==> src/rtl/sd_cmd_phy.sv <==
// sd_cmd_phy: SD CMD-line engine. Serialises a 48-bit command frame with CRC7,
// then captures a 48- or 136-bit card response, checks CRC7 and end bit, and
// hands the result to the controller over a valid/ack handshake.
// Build macro SD_CMD_INDEX_CHECK_EN adds the response index comparator.
module sd_cmd_phy #(
    parameter int unsigned TIMEOUT_TICKS = 64,
    parameter int unsigned RESP_W        = 128
) (
    input  logic              clock,
    input  logic              reset,
    input  logic              sd_clk_en,
    input  logic              new_command,
    input  logic [5:0]        cmd_index,
    input  logic [31:0]       cmd_argument,
    input  logic [1:0]        resp_type,
    input  logic              cmd_pin_in,
    output logic              cmd_pin_out,
    output logic              cmd_pin_oe,
    output logic [RESP_W-1:0] response,
    output logic              enable_response,
    input  logic              ack_response,
    output logic              busy,
    output logic              timeout_err,
    output logic              crc_err,
    output logic              end_bit_err,
    output logic              index_err
);

    typedef enum logic [2:0] {IDLE, SEND, WAIT_RESP, RECEIVE, DONE} state_t;

    // The tick that drops cmd_pin_oe is the first tick after the end bit, so the
    // wait counter starts at 1 and the final tick is TIMEOUT_TICKS after the end bit.
    localparam logic [15:0] TO_LAST = 16'(TIMEOUT_TICKS - 1);

    state_t            state_q, state_d;
    logic [39:0]       sh_q, sh_d;
    logic [1:0]        type_q, type_d;
    logic [7:0]        cnt_q, cnt_d;
    logic [15:0]       tmo_q, tmo_d;
    logic [6:0]        crc_q, crc_d;
    logic [126:0]      rx_q, rx_d;
    logic [127:0]      rx_next;
    logic [RESP_W-1:0] resp_q, resp_d;
    logic              pin_q, pin_d;
    logic              oe_q, oe_d;
    logic              tmo_err_q, tmo_err_d;
    logic              crc_err_q, crc_err_d;
    logic              end_err_q, end_err_d;
    logic              long_resp, last_bit, in_crc;

    function automatic logic [6:0] crc7_step(input logic [6:0] c, input logic b);
        logic fb;
        fb = b ^ c[6];
        return {c[5:0], 1'b0} ^ (fb ? 7'h09 : 7'h00);
    endfunction

    assign long_resp = (type_q == 2'b01);
    assign last_bit  = (cnt_q == (long_resp ? 8'd135 : 8'd47));
    assign in_crc    = long_resp ? (cnt_q >= 8'd8 && cnt_q < 8'd128) : (cnt_q < 8'd40);
    assign rx_next   = {rx_q, cmd_pin_in};

    // State and datapath registers; reset aborts any transfer immediately.
    always_ff @(posedge clock or posedge reset) begin
        if (reset) begin
            state_q   <= IDLE;
            sh_q      <= '0;
            type_q    <= '0;
            cnt_q     <= '0;
            tmo_q     <= '0;
            crc_q     <= '0;
            rx_q      <= '0;
            resp_q    <= '0;
            pin_q     <= 1'b1;
            oe_q      <= 1'b0;
            tmo_err_q <= 1'b0;
            crc_err_q <= 1'b0;
            end_err_q <= 1'b0;
        end else begin
            state_q   <= state_d;
            sh_q      <= sh_d;
            type_q    <= type_d;
            cnt_q     <= cnt_d;
            tmo_q     <= tmo_d;
            crc_q     <= crc_d;
            rx_q      <= rx_d;
            resp_q    <= resp_d;
            pin_q     <= pin_d;
            oe_q      <= oe_d;
            tmo_err_q <= tmo_err_d;
            crc_err_q <= crc_err_d;
            end_err_q <= end_err_d;
        end
    end

    // Next-state logic: transmit, wait for start bit, receive, hold until ack.
    always_comb begin
        state_d   = state_q;
        sh_d      = sh_q;
        type_d    = type_q;
        cnt_d     = cnt_q;
        tmo_d     = tmo_q;
        crc_d     = crc_q;
        rx_d      = rx_q;
        resp_d    = resp_q;
        pin_d     = pin_q;
        oe_d      = oe_q;
        tmo_err_d = tmo_err_q;
        crc_err_d = crc_err_q;
        end_err_d = end_err_q;
        case (state_q)
            IDLE: begin
                if (new_command) begin
                    state_d   = SEND;
                    sh_d      = {2'b01, cmd_index, cmd_argument};
                    type_d    = resp_type;
                    cnt_d     = '0;
                    crc_d     = '0;
                    resp_d    = '0;
                    tmo_err_d = 1'b0;
                    crc_err_d = 1'b0;
                    end_err_d = 1'b0;
                end
            end
            SEND: begin
                if (sd_clk_en) begin
                    cnt_d = cnt_q + 8'd1;
                    oe_d  = 1'b1;
                    if (cnt_q < 8'd40) begin
                        pin_d = sh_q[39];
                        crc_d = crc7_step(crc_q, sh_q[39]);
                        sh_d  = {sh_q[38:0], 1'b0};
                    end else if (cnt_q < 8'd47) begin
                        pin_d = crc_q[6];
                        crc_d = {crc_q[5:0], 1'b0};
                    end else if (cnt_q == 8'd47) begin
                        pin_d = 1'b1;
                    end else begin
                        pin_d   = 1'b1;
                        oe_d    = 1'b0;
                        tmo_d   = 16'd1;
                        state_d = (type_q == 2'b00) ? DONE : WAIT_RESP;
                    end
                end
            end
            WAIT_RESP: begin
                if (sd_clk_en) begin
                    if (!cmd_pin_in) begin
                        state_d = RECEIVE;
                        rx_d    = '0;
                        cnt_d   = 8'd1;
                        crc_d   = '0;
                    end else if (tmo_q == TO_LAST) begin
                        tmo_err_d = 1'b1;
                        state_d   = DONE;
                    end else begin
                        tmo_d = tmo_q + 16'd1;
                    end
                end
            end
            RECEIVE: begin
                if (sd_clk_en) begin
                    rx_d  = rx_next[126:0];
                    cnt_d = cnt_q + 8'd1;
                    if (in_crc) begin
                        crc_d = crc7_step(crc_q, cmd_pin_in);
                    end
                    if (last_bit) begin
                        state_d   = DONE;
                        crc_err_d = (crc_q != rx_next[7:1]);
                        end_err_d = !rx_next[0];
                        resp_d    = long_resp ? RESP_W'(rx_next[127:8]) : RESP_W'(rx_next[39:8]);
                    end
                end
            end
            DONE: begin
                if (ack_response) begin
                    state_d = IDLE;
                end
            end
            default: state_d = IDLE;
        endcase
    end

`ifdef SD_CMD_INDEX_CHECK_EN
    logic [5:0] idx_q, idx_d;
    logic       idx_err_q, idx_err_d;

    // Latched command index and response index comparison result.
    always_ff @(posedge clock or posedge reset) begin
        if (reset) begin
            idx_q     <= '0;
            idx_err_q <= 1'b0;
        end else begin
            idx_q     <= idx_d;
            idx_err_q <= idx_err_d;
        end
    end

    // Compare the received index field on the last bit of a 48-bit response.
    always_comb begin
        idx_d     = idx_q;
        idx_err_d = idx_err_q;
        if (state_q == IDLE && new_command) begin
            idx_d     = cmd_index;
            idx_err_d = 1'b0;
        end else if (state_q == RECEIVE && sd_clk_en && last_bit && !long_resp) begin
            idx_err_d = (rx_next[45:40] != idx_q);
        end
    end

    assign index_err = idx_err_q;
`else
    assign index_err = 1'b0;
`endif

    assign cmd_pin_out     = pin_q;
    assign cmd_pin_oe      = oe_q;
    assign response        = resp_q;
    assign enable_response = (state_q == DONE);
    assign busy            = (state_q != IDLE);
    assign timeout_err     = tmo_err_q;
    assign crc_err         = crc_err_q;
    assign end_bit_err     = end_err_q;

endmodule

==> config.mk <==
export PLATFORM = sky130hd
export DESIGN_NAME = sd_cmd_phy
export DESIGN_NICKNAME = d
export VERILOG_FILES = /design/src/rtl/sd_cmd_phy.sv
export SDC_FILE = /design/constraint.sdc
export NUM_CORES = 1
export LEC_CHECK = 0
export CORE_ASPECT_RATIO = 1.2
export CORE_UTILIZATION = 55
export CTS_CLUSTER_SIZE = 10
export DETAILED_ROUTE_END_ITERATION = 12
export GPL_ROUTABILITY_DRIVEN = 0
export PLACE_DENSITY_LB_ADDON = 0.15
export SKIP_CTS_REPAIR_TIMING = 1
export SLEW_MARGIN = 0
export SYNTH_ARGS = -nofsm -noshare
export SYNTH_HDL_FRONTEND = slang
export SYNTH_SLANG_ARGS = --single-unit
==> constraint.sdc <==
create_clock -name clock -period 19.1 [get_ports clock]
set_input_delay 2.865 -clock clock [delete_from_list [all_inputs] [get_ports clock]]
set_output_delay 2.865 -clock clock [all_outputs]
set_load 0.01 [all_outputs]
* Yosys cells after proc, flatten, opt, wreduce, memory -nomap -nowiden
Index checks and enable logic that the tools add are counted.
** Word-level totals
- Output and inout port bits :: 136
- Register bits :: 336
- Input port bits :: 46
- Word-level logic and storage cells :: 141
** Operators by class
- Order comparisons :: 4
- Equality and inequality tests :: 27
- Bitwise operators :: 4
- Mux-type cells :: 68
- Add/sub/neg operators :: 2
- Reduce and logical (&&, ||, !) cells :: 23
** Operator list (count)
- 128-bit two-way mux :: 3
- 127-bit two-way mux :: 3
- 128-bit one-hot mux with 2 select lines :: 1
- 127-bit one-hot mux with 2 select lines :: 1
- 120-bit two-way mux :: 1
- 40-bit two-way mux :: 3
- 16-bit two-way mux :: 7
- 40-bit one-hot mux with 2 select lines :: 1
- 7-bit two-way mux :: 8
- 8-bit two-way mux :: 5
- 3-bit two-way mux :: 12
- 16-bit one-hot mux with 2 select lines :: 1
- 2-bit inequality test (second input constant) :: 14
- 7-bit one-hot mux with 4 select lines :: 1
- 8-bit one-hot mux with 3 select lines :: 1
- 16-bit by 1-bit adder with 16-bit output (second input constant) :: 1
- 16-bit by 6-bit equality test with 1-bit output (second input constant) :: 1
- 8-bit by 6-bit < comparator with 1-bit output (second input constant) :: 2
- 8-bit AND reduction :: 2
- 3-bit one-hot mux with 5 select lines :: 1
- 1-bit two-way mux :: 14
- 7-bit by 4-bit bitwise XOR with 7-bit output :: 2
- 4-bit AND reduction :: 3
- 10-bit AND reduction :: 1
- other kinds (25) :: 39

* Depth between registers and ports, before layout
- Depth after elaboration :: 7
- Mapped depth :: 9
- Mapped depth without buffers :: 6

* Least setup slack after synthesis
OpenSTA, ideal clock, no wires.
- Path type :: in2reg
- Start :: input port sd_clk_en
- End :: register resp_q[66], in the netlist response[66]
- Arrival time :: 4.184 ns
- Buffers on the path :: 3
- Slack :: 14.790 ns
- Setup time :: 0.126 ns
- Stages on the path :: 7
- Data required time :: 18.974 ns
- Path through :: buf_2 -> and3b_1 -> nand2_1 -> o31ai_4 -> buf_6 -> buf_2 -> o21ai_0
** On the way
- Longest elaborated chain between the ends :: 2
** RTL lines
- start, declared :: RTL line 11 : input logic sd_clk_en,
- 2-bit inequality test (no line)
- 4-bit AND reduction (no line)
- end signal, assigned :: RTL line 86 : resp_q <= resp_d;
- end, declared :: RTL line 43 : logic [RESP_W-1:0] resp_q, resp_d;
Every way passes these cells.
A chain may end at the register's enable or synchronous reset.

* Final worst setup path
- Start :: input port sd_clk_en
- End :: register resp_q[26], in the netlist response[26]
Same word-level chain as after synthesis.

==> out/qor.yml <==
status:
  outcome: "complete, no violations"
yosys:
  async_reset_ff_share_pct: 100
  synth_seq_cells: 328
  yosysTopAreaCellShare_pct: 57.3
  ys.flop_type: "dfrtp_1"
  synth_cell_types: 62
  syn-cell-area_um2: 14300
  synth_enable_flop_cells: 0
  synth_seq_area_share_pct: 57.4
  yosys.area.top_type: "dfrtp_1"
  yosys_warnings: 0
  avgSynthCellArea_um2: 9.28
  syn_inst: 1540
  ys_top_cells_by_area: "dfrtp_1, o21ai_0, nand2_1"
die:
  io_pins: 182
  core_area_um2: 25500
  rows: 64
  initial_utilization_pct: 56.0
  die_h_um: 179
  die_area_um2: 26600
  die-width_um: 149
routing:
  vias_per_cell: 5.36
  dr.pass1.iters: 5
  ant_nets: 0
  wl_um: 28900
  drcViolationCount: 0
  wl_per_cell_um: 14.5
  routed-via-count: 10600
  dr.first_iter.drc_count: 683
timing:
  tightest_slew_ps: 1130
  final_max_slew_viol_count: 0
  period_share_pct: 26.7
  hold_violations: 0
  setup_viol: 0
  skew_ps: 19.9
  fmax_ghz: 0.196
  relSlewSlack_pct: 24.6
  rsz0062_at_grt: "false"
  min_period_ps: 5110
  finalSetupTns_ps: 0
critical_path:
  cp_max_fo: 244
  start_kind: "input pin"
  worst_ep_required_time_ps: 19410
  cp-end-kind: "flip-flop"
  arrival_ps: 5420
  path_class: "in -> reg"
global_routing:
  grt_max_degree: 245
  antenna_found_initial: 0
  grt_usage_pct: 22.6
  first_global_vias: 10100
  grt_pass1_wl_um: 49100
  gr-total-overflow: 0
clock_tree:
  numCtsBuffers: 38
  clk_pin_slew_ps: 50
  cts-root-buf: "clkbuf_16"
  clk_latency_ps: 510
  clk_path_buf_depth: 3
  cts_tree: "built"
  htree_levels: 2
  clock-sinks: 328
pwr:
  leakagePower_nw: 7.07
  ir_worst_vdd_mv: 0.0756
  power.density_nw_per_um2: 101
worst_hold_path:
  min_path_type: "reg -> reg"
placed_design:
  hpwl_um: 17200
  portBuffers: 172
  place_inst: 1941
layout:
  final_common_cell: "dfrtp_1"
  drive_gt1_share_pct: 4.53
  final_net_count: 1700
  diodes: 0
  most-common-layout-cells: "dfrtp_1, nand2_1, o21ai_0"
  syn_to_final_growth_pct: 18.6
  layoutNonFillerInstCount: 1987
flow_run:
  drv_cap: 0
## metrics by stage
step	area, µm²	hold WS, ps	utilization [%]	setup WS [ps]	power [W]
after floorplan	14300	449	-	7150	0.00105
after global placement	15900	461	62.4	13710	0.00110
after detailed placement	15900	470	62.4	13650	0.00111
after CTS	17000	483	66.4	14040	0.00173
after global routing	17000	496	66.4	13890	0.00180
final	17000	477	66.4	13990	0.00171
## routing by layer
| metal | vias up | routed length [µm] | GRT usage [%] |
|---|---|---|---|
| li1 | 5276 | - | - |
| met1 | 5098 | 12900 | 31.0 |
| met2 | 226 | 13800 | 35.9 |
| met3 | 47 | 1620 | 5.01 |
| met4 | 0 | 607 | 6.85 |
| met5 | - | 0 | 0 |
## state kept, by name, summed over array words and instances, names as in the netlist
register / cells
tmo_q: 16
cmd_pin_oe: 1
rx_q: 127
crc_err: 1
sh_q: 40
type_q: 2
cmd_pin_out: 1
timeout_err: 1
response: 120
crc_q: 7
state_q: 3
end_bit_err: 1
cnt_q: 8
## cell type report
type / instances / area [µm²]
repair buffers: 182 / 1810
flip-flops and latches: 328 / 8210
multi-input cells: 966 / 5000
well taps: 330 / 413
clock buffers: 45 / 998
clock inverters: 1 / 8.76
fillers: 2043 / 8590
inverters: 135 / 514
## cells in the mapped netlist (all sizes together) (2+ instances only)
cell type	number
nor2	21
o21ai	314
or3b	2
clkbuf	66
a211o	2
ha	3
xor2	5
inv	135
and4	2
mux2	3
nand2	320
dfrtp	327
and2	3
a21oi	17
o31ai	12
nor2b	5
xnor2	6
buf	53
mux2i	44
nand3b	4
o22a	2
a31oi	7
nand3	131
and3	9
o21a	2
nor3	7
and3b	2
nor4	5
nand2b	7
## critical path, stage by stage
cell and delay [ps]:
clkdlybuf4s50_1 710, and3b_1 310, nand2_1 110, o31ai_4 320
buf_12 540, o21ai_0 260
## worst paths after layout
kind                                   startpoint  cells past startpoint                       end  slack (ps)
max in group asynchronous                   reset                      3       rx_q[1]$_DFFE_PP0P_       14560
min in group asynchronous                   reset                      2      cnt_q[6]$_DFFE_PP0P_        2940
max reg2reg                state_q[2]$_DFFE_PP0P_                      5    state_q[2]$_DFFE_PP0P_       15530
min reg2reg                   sh_q[4]$_DFFE_PP0P_                      2       sh_q[4]$_DFFE_PP0P_         480
max                                     sd_clk_en                      6  response[26]$_DFFE_PP0P_       13990
min                           sh_q[4]$_DFFE_PP0P_                      2       sh_q[4]$_DFFE_PP0P_         480
## where the power goes
part | switching [W] | internal, W | leakage, nW
Combinational | 0.000187 | 0.000114 | 2.08
Clock | 0.000256 | 0.000363 | 0.492
Sequential | 0.0000409 | 0.000751 | 4.50
## logic make-up after synthesis
group / after synthesis / share of synthesized area, %
simple gates: 523 / 16.1
compound gates: 373 / 14.2
flops: 328 / 57.4
buf+inv: 254 / 7.96
mux: 47 / 3.32
xor+xnor: 11 / 0.674
fa+ha+maj: 3 / 0.263
other cells: 1 / 0.0262
Note: power is estimated with default switching activity, not from simulation.
